File: src/rtl/mem_sorter.sv
// mem_sorter: in-place bubble sort over a single-port synchronous BRAM.
// The engine is the only initiator on the memory port. Reads have one cycle
// of latency, so each compare step is RD0/RD1/CMP/ADV, with WR0/WR1 inserted
// when the pair must be swapped.
// Build option: define MEM_SORTER_DESCENDING_EN to sort in descending order.
//
// state | meaning
// IDLE  | waiting for i_start, memory port quiet
// RD0   | present address i
// RD1   | present address i+1, capture mem[i] into a
// CMP   | capture mem[i+1] into b, decide swap
// WR0   | write b to address i
// WR1   | write a to address i+1, mark pass as swapped
// ADV   | next pair, next pass, or finish
// DONE  | one-cycle completion pulse
module mem_sorter #(
  parameter int ADDR_WIDTH = 3,
  parameter int DATA_WIDTH = 4
) (
  input  logic                  i_clk,
  input  logic                  i_rst,
  input  logic                  i_start,
  output logic                  o_busy,
  output logic                  o_done,
  output logic                  o_mem_we,
  output logic [ADDR_WIDTH-1:0] o_mem_addr,
  output logic [DATA_WIDTH-1:0] o_mem_di,
  input  logic [DATA_WIDTH-1:0] i_mem_do
);

  localparam logic [2:0] S_IDLE = 3'd0;
  localparam logic [2:0] S_RD0  = 3'd1;
  localparam logic [2:0] S_RD1  = 3'd2;
  localparam logic [2:0] S_CMP  = 3'd3;
  localparam logic [2:0] S_WR0  = 3'd4;
  localparam logic [2:0] S_WR1  = 3'd5;
  localparam logic [2:0] S_ADV  = 3'd6;
  localparam logic [2:0] S_DONE = 3'd7;

  // Last index of the array (N-1); also the compare count of the first pass.
  localparam logic [ADDR_WIDTH-1:0] LP_LIM_INIT = '1;
  localparam logic [ADDR_WIDTH-1:0] LP_ONE      = ADDR_WIDTH'(1);

  logic [2:0]            r_state;
  logic [ADDR_WIDTH-1:0] r_i;
  logic [ADDR_WIDTH-1:0] r_lim;
  logic [DATA_WIDTH-1:0] r_a;
  logic [DATA_WIDTH-1:0] r_b;
  logic                  r_swapped;

  logic                  w_swap;
  logic                  w_we;
  logic [ADDR_WIDTH-1:0] w_i_nxt;
  logic [ADDR_WIDTH-1:0] w_lim_m1;

  assign w_i_nxt  = r_i + LP_ONE;
  assign w_lim_m1 = r_lim - LP_ONE;

  // b is taken straight from the read port so the decision does not wait for r_b.
`ifdef MEM_SORTER_DESCENDING_EN
  assign w_swap = (r_a < i_mem_do);
`else
  assign w_swap = (r_a > i_mem_do);
`endif

  // Sequencer: walks pairs, shrinks the pass limit, stops early on a clean pass.
  always_ff @(posedge i_clk) begin
    if (i_rst) begin
      r_state   <= S_IDLE;
      r_i       <= '0;
      r_lim     <= '0;
      r_a       <= '0;
      r_b       <= '0;
      r_swapped <= 1'b0;
    end else begin
      case (r_state)
        S_IDLE: begin
          if (i_start) begin
            r_i       <= '0;
            r_lim     <= LP_LIM_INIT;
            r_swapped <= 1'b0;
            r_state   <= S_RD0;
          end
        end
        S_RD0: r_state <= S_RD1;
        S_RD1: begin
          r_a     <= i_mem_do;
          r_state <= S_CMP;
        end
        S_CMP: begin
          r_b     <= i_mem_do;
          r_state <= w_swap ? S_WR0 : S_ADV;
        end
        S_WR0: r_state <= S_WR1;
        S_WR1: begin
          r_swapped <= 1'b1;
          r_state   <= S_ADV;
        end
        S_ADV: begin
          if (r_i < w_lim_m1) begin
            r_i     <= w_i_nxt;
            r_state <= S_RD0;
          end else if (!r_swapped || (r_lim == LP_ONE)) begin
            r_state <= S_DONE;
          end else begin
            r_lim     <= w_lim_m1;
            r_i       <= '0;
            r_swapped <= 1'b0;
            r_state   <= S_RD0;
          end
        end
        S_DONE:  r_state <= S_IDLE;
        default: r_state <= S_IDLE;
      endcase
    end
  end

  // Memory port and status outputs decoded from the registered state.
  always_comb begin
    o_busy     = 1'b0;
    o_done     = 1'b0;
    w_we       = 1'b0;
    o_mem_addr = '0;
    o_mem_di   = '0;
    case (r_state)
      S_RD0: begin
        o_busy     = 1'b1;
        o_mem_addr = r_i;
      end
      S_RD1, S_CMP: begin
        o_busy     = 1'b1;
        o_mem_addr = w_i_nxt;
      end
      S_WR0: begin
        o_busy     = 1'b1;
        w_we       = 1'b1;
        o_mem_addr = r_i;
        o_mem_di   = r_b;
      end
      S_WR1: begin
        o_busy     = 1'b1;
        w_we       = 1'b1;
        o_mem_addr = w_i_nxt;
        o_mem_di   = r_a;
      end
      S_ADV: begin
        o_busy     = 1'b1;
        o_mem_addr = r_i;
      end
      S_DONE: o_done = 1'b1;
      default: ;
    endcase
  end

  // A reset edge must never also be a write edge.
  assign o_mem_we = w_we & ~i_rst;

endmodule

File: config.mk
export PLATFORM = sky130hd
export DESIGN_NAME = mem_sorter
export DESIGN_NICKNAME = d
export VERILOG_FILES = /design/src/rtl/mem_sorter.sv
export SDC_FILE = /design/constraint.sdc
export NUM_CORES = 1
export LEC_CHECK = 0
export CORE_UTILIZATION = 45
export DETAILED_ROUTE_END_ITERATION = 8
export GPL_TIMING_DRIVEN = 1
export PLACE_DENSITY_LB_ADDON = 0.2
export SYNTH_ARGS = -nofsm -noshare
export SYNTH_HDL_FRONTEND = slang
export SYNTH_SLANG_ARGS = --single-unit
File: constraint.sdc
create_clock -name i_clk -period 4 [get_ports i_clk]
set_clock_uncertainty 0.1 [all_clocks]
set_input_delay 0.6 -clock i_clk [delete_from_list [all_inputs] [get_ports i_clk]]
set_output_delay 0.6 -clock i_clk [all_outputs]
set_load 0.05 [all_outputs]
==> results of run 1 <==
-- registers in the layout, summed over array words and instances (netlist names) --
signal and cells:
r_state 3, r_a 4, r_b 4, r_swapped 1, r_lim 3, r_i 3
-- cell type report --
type                            instances  area share [%]
Timing Repair Buffer                   18           12.83
Multi-Input combinational cell        109           53.62
Clock buffer                            4           2.658
Inverter                                7           1.925
Sequential cell                        18           26.40
Tap cell                               28           2.566
-- final timing paths --
path	start	end	slack (ps)	depth (start not counted)
worst max-delay path	r_state[2]	o_mem_di[1]	940	3
worst min-delay path	r_b[3]	r_b[3]	390	2
worst max register to register	r_lim[0]	r_i[0]	1770	9
worst min register to register	r_b[3]	r_b[3]	390	2
-- worst reg2reg max path: cells and delay by family, from the launching register on --
kind / cells / cell delay (ps)
AO/OA/AOI/OAI: 2 / 370
XOR/XNOR: 1 / 140
adder cells (fa/ha/maj): 2 / 530
buffers and inverters: 1 / 70
flip-flops: 1 / 440
AND/OR/NAND/NOR: 3 / 510
-- metal layers --
metal | track usage (%) | part of all wire (%) | vias to the layer above
met5 | 0 | 0 | -
met4 | 4.386 | 0.39 | 0
met2 | 30.80 | 43 | 18
met3 | 6.087 | 3.6 | 2
li1 | - | - | 536
met1 | 28.62 | 53 | 468
-- synth_stat cells, types with 2 or more instances --
master / instances / area share [%]
clkbuf_1: 2 / 0.65
nand2_1: 8 / 2.6
a211oi_1: 3 / 2.0
nand2b_1: 5 / 2.7
nor2b_1: 4 / 2.2
mux2i_1: 9 / 7.8
nand2_2: 2 / 1.1
o21a_1: 3 / 2.0
dfxtp_1: 18 / 31
nor3_1: 8 / 3.5
o21ai_0: 10 / 4.3
a21oi_1: 14 / 6.1
inv_1: 7 / 2.3
ha_1: 9 / 9.8
buf_2: 3 / 1.3
nor2_1: 18 / 5.9
-- power by group through the flow --
stage / Clock [µW] / Sequential [µW] / Combinational [µW]
6_report: 114 / 202 / 103
2_1_floorplan: 0 / 200 / 80.1
3_3_place_gp: 0 / 205 / 99.9
3_5_place_dp: 0 / 206 / 102
5_1_grt: 129 / 204 / 113
4_1_cts: 119 / 202 / 103
-- through the flow --
stage	area (µm²)	setup slack [ps]	total power, µW
final	1365	937.3	418.9
after global routing	1365	739.7	446.9
after CTS	1365	911.9	423.2
after detailed placement	1329	1158	308.1
after global placement	1329	1172	305.2
after floorplan	1152	1390	280.4
-- cell families (layout without fill, tap and decap cells) --
group | count (synthesis) | after routing | share of synthesized area [%]
simple gates | 51 | 51 | 23.45
buf+inv | 14 | 29 | 5.212
fa+ha+maj | 9 | 9 | 9.772
flops | 18 | 18 | 31.27
mux | 9 | 9 | 7.818
compound gates | 39 | 39 | 21.72
xor+xnor | 1 | 1 | 0.7602
-- placed cells by master (no fill, tap or decap), drive strengths merged, types with 2 or more instances in the layout --
cell / Yosys / final
a211oi: 3 / 3
a21oi: 14 / 14
buf: 5 / 2
clkbuf: 2 / 4
clkdlybuf4s50: 0 / 16
dfxtp: 18 / 18
ha: 9 / 9
inv: 7 / 7
mux2i: 9 / 9
nand2: 10 / 10
nand2b: 5 / 5
nor2: 18 / 18
nor2b: 4 / 4
nor3: 8 / 8
nor3b: 2 / 2
o211ai: 2 / 2
o21a: 3 / 3
o21ai: 11 / 11
==> run_results.csv, run 1 <==
group,metric,value,unit
global_routing,grt_pass1_vias,935,
sta,tightest_slew,693.2,ps
pwr,powerDensity,306.9,nW/µm²
logic_synthesis,synth-edff-count,0,
sta,hold_ws,388.3,ps
finish,nNetsFinal,173,
clocking,post-cts-setup-buffers,0,
clocking,post_cts_resized,0,
place,place.gp.congestion,0.8465,
setup_path,start_kind,"register",
pwr,p_switching,131.1,µW
outcome,status,"finished clean",
logic_synthesis,syn-instance-count,141,
floorplan,core,2318,µm²
clocking,ctsRootBufferMaster,"clkbuf_4",
logic_synthesis,synth_seq_area_share,31.27,%
floorplan,die_w,52.61,µm
setup_path,crit_chain,"nand2b_1 > nor2_1 > clkdlybuf4s50_1",
pwr,p_clk_share,27.1,%
setup_path,cp_max_fo,22,
routing,firstDrtPassIters,4,
sta,hold_violations,0,
sta,setup_viol,0,
finish,area.sequential,360.3,µm²
global_routing,antenna_found_initial,0,
routing,vias_per_cell,5.565,
setup_path,crit_path_top_delay_cell,"clkdlybuf4s50_1",
floorplan,dieArea,2767,µm²
logic_synthesis,synth_warnings,0,
setup_path,path_buf_inv,1,
logic_synthesis,avgSynthCellArea,8.173,µm²
sta,finalCritPeriodShare,76.57,%
pwr,pwr-share-seq,48.2,%
setup_path,worst_path_largest_cell_delay,810,ps
setup_path,endpoint_kind,"primary output",
routing,drtAntennaViolNets,0,
finish,drive_gt1_share,7.692,%
global_routing,groute.usage.overall,20.52,%
finish,fillers,213,
job,timing.max_cap.violations,0,
finish,final_util,58.88,%
logic_synthesis,ys_ff_latch,18,
sta,rsz0062_at_grt,"no",
clocking,clockBufferDepth,2,
floorplan,io_pins,17,
logic_synthesis,synth_cell_types,34,
clocking,clock-sinks,18,
place,dp_hpwl,1689,µm
routing,wl_per_cell,12.54,µm
routing,wl,2307,µm
setup_path,arrival,2360,ps
pwr,ir_worst_vdd,0.2663,mV
logic_synthesis,async_flop_share,0,%
finish,instances_no_fill,184,
setup_path,cp_top_family,"buffers and inverters",
logic_synthesis,syn-num-nets,157,
clocking,clk_pin_slew,110,ps
pwr,p_leak,0.0005042,µW
sta,tns,0,ps
setup_path,crit_type,"register to primary output",
finish,multi_input_area,732.0,µm²
sta,maxSlewHeadroom,53.73,%
routing,drc,0,
clocking,cts_max_level,1,
global_routing,overflow,0,
clocking,postCtsHoldBufs,0,
floorplan,initial_core_util,49.70,%
sta,slew_viol_final,0,
pwr,p_int,287.8,µW
place,dpl.cell_count,180,
clocking,cts_buffers,3,
pwr,switching_share,31.29,%
finish,area_growth,18.46,%
logic_synthesis,synth_flop_cell,"dfxtp_1",
global_routing,grt_pass1_wl,4209,µm
floorplan,rows,17,
global_routing,grt_max_degree,23,
logic_synthesis,syn_area,1152,µm²
floorplan,die_h,52.61,µm
pwr,combPwrFrac,24.7,%
worst_hold_path,hold_class,"register to register",
sta,max_freq,326.5,MHz
place,numPortBuffers,16,
clocking,cts_tree,"done",
clocking,clkLatencyLatePin,300,ps
setup_path,worstPathRequired,3300,ps
sta,timing.final.crit_period,3063,ps
routing,dr.first_iter.drc_count,18,
finish,antenna_cells,0,
routing,dr_total_vias,1024,
Power figures use the tool's default switching activity.
==> inputs of run 2 (changes only) <==
- clock period: 4 -> 3 ns (I/O delays scaled with it)
==> run 2 against run 1 <==
Routed wire length increased by 7.4%. Flip-flop and latch count unchanged. Largest power group unchanged. Final cell count increased by 0.54%. Setup slack got worse by 640 ps. Register-to-register slack got worse by 1100 ps. Count of clock-buffer cells in the layout unchanged. Critical path depth increased by 2. Final area decreased by 0.18%. First-iteration DRC count increased by 61%.
==> run_results.csv, run 2 (synthesized netlist as in run 1, its figures left out) <==
group,metric,value,unit
outcome,status,"finished clean",
floorplan,die_w,52.61,µm
pwr,pwr-share-seq,47.8,%
place,numPortBuffers,16,
routing,drtAntennaViolNets,0,
finish,drive_gt1_share,10.83,%
pwr,power,567.2,µW
setup_path,crit_type,"register to primary output",
sta,tns,0,ps
finish,area_growth,18.24,%
pwr,p_switching,183.4,µW
clocking,cts_tree,"done",
routing,vias_per_cell,5.600,
global_routing,grt_max_degree,22,
pwr,combPwrFrac,24.3,%
setup_path,worst_path_largest_cell_delay,660,ps
job,timing.max_cap.violations,0,
sta,hold_violations,0,
finish,nNetsFinal,174,
sta,tightest_slew,509.8,ps
worst_hold_path,hold_class,"register to register",
sta,rsz0062_at_grt,"no",
clocking,post-cts-setup-buffers,0,
place,place.gp.congestion,0.8296,
setup_path,start_kind,"register",
setup_path,path_buf_inv,2,
setup_path,critPathMostFrequentCell,"buf_4",
pwr,p_int,383.8,µW
floorplan,io_pins,17,
clocking,postCtsHoldBufs,0,
sta,slew_viol_final,0,
clocking,cts_max_level,1,
setup_path,endpoint_kind,"primary output",
clocking,post_cts_resized,0,
floorplan,die_h,52.61,µm
global_routing,grt_pass1_wl,4153,µm
global_routing,overflow,0,
clocking,cts_buffers,3,
sta,finalCritPeriodShare,89.95,%
worst_hold_path,hold_start,"r_b[0]",
clocking,clkLatencyLatePin,300,ps
sta,setup_viol,0,
pwr,powerDensity,416.3,nW/µm²
sta,max_freq,370.6,MHz
routing,drc,0,
place,dpl.cell_count,181,
floorplan,initial_core_util,49.70,%
setup_path,crit_chain,"buf_4 > nor2b_1 > mux2i_1 > o21ai_0 > buf_4",
setup_path,r2r_start,"r_lim[0]",
setup_path,r2r-end,"r_i[0]",
clocking,clk_pin_slew,110,ps
routing,dr.first_iter.drc_count,29,
routing,wl_per_cell,13.39,µm
setup_path,cp_max_fo,12,
floorplan,rows,17,
routing,wl,2478,µm
setup_path,worstRegToRegCells,9,
sta,timing.final.crit_period,2698,ps
sta,maxSlewHeadroom,65.96,%
setup_path,crit_path_top_delay_cell,"dfxtp_1",
setup_path,arrival,2150,ps
global_routing,groute.usage.overall,20.17,%
pwr,p_leak,0.0005173,µW
setup_path,worstPathRequired,2450,ps
routing,firstDrtPassIters,4,
clocking,clock-sinks,18,
finish,antenna_cells,0,
worst_hold_path,min_path_cells,2,
finish,mostFrequentLayoutCells,"nor2_1 (18), dfxtp_1 (18), a21oi_1 (14)",
clocking,ctsRootBufferMaster,"clkbuf_4",
sta,setup_ws,301.6,ps
pwr,switching_share,32.33,%
global_routing,grt_pass1_vias,938,
finish,instances_no_fill,185,
routing,dr_total_vias,1036,
global_routing,antenna_found_initial,0,
place,dp_hpwl,1778,µm
pwr,ir_worst_vdd,0.2384,mV
pwr,p_clk_share,27.8,%
clocking,clockBufferDepth,2,
place,pre_cts_slack,628.6,ps
worst_hold_path,whs_endpoint,"r_b[0]",
setup_path,cp_top_family,"flip-flops",
finish,reg_top3,"r_a x4, r_b x4",
floorplan,core,2318,µm²
floorplan,dieArea,2767,µm²
setup_path,reg2reg_slack,670,ps
## run 2: worst max-delay path by stage
stage	from	endpoint	slack, ps	cells after the start
after CTS	r_state[0]	o_mem_addr[2]	280	5
after detailed placement	i_mem_do[1]	r_state[1]	630	8
after floorplan	r_state[0]	o_mem_addr[2]	540	3
final	r_state[0]	o_mem_addr[2]	300	5
after global routing	r_state[0]	o_mem_addr[2]	150	5
after global placement	i_mem_do[1]	r_state[1]	690	8
## run 2: routing by layer
metal | part of all wire, % | vias to the layer above | GRT usage, % | routed length [µm]
met5 | 0 | - | 0 | 0
li1 | - | 535 | - | -
met4 | 1.1 | 0 | 8.333 | 27
met1 | 49 | 465 | 28.15 | 1214
met3 | 5.6 | 4 | 2.609 | 140
met2 | 44 | 32 | 30.80 | 1095
## run 2: worst min-delay path, cell delays in order, from the launching register on
cell and delay [ps]:
dfxtp_1 320, o21ai_0 70, a21oi_1 60
## run 2: final cells by class
| cell class | count | area, µm² |
|---|---|---|
| clock buffers | 4 | 36.28 |
| fillers | 215 | 955.9 |
| inverters | 7 | 26.28 |
| multi-input cells | 109 | 732.0 |
| flip-flops and latches | 18 | 360.3 |
| well taps | 28 | 35.03 |
| repair buffers | 19 | 172.7 |
## run 2: power by group through the flow
stage	clock, µW	combinational (µW)	sequential (µW)
6_report	158	138	271
5_1_grt	165	153	273
4_1_cts	160	138	271
3_5_place_dp	0	138	276
3_3_place_gp	0	133	275
2_1_floorplan	0	107	267
## run 2: through the flow
| step | utilization (%) | cell area (µm²) | hold WS [ps] |
|---|---|---|---|
| 5_1_grt | 58.77 | 1363 | 417.4 |
| 6_report | 58.77 | 1363 | 385.4 |
| 2_1_floorplan | - | 1152 | 353.1 |
| 4_1_cts | 58.77 | 1363 | 387.2 |
| 3_5_place_dp | 57.20 | 1326 | 371.1 |
| 3_3_place_gp | 57.20 | 1326 | 363.8 |
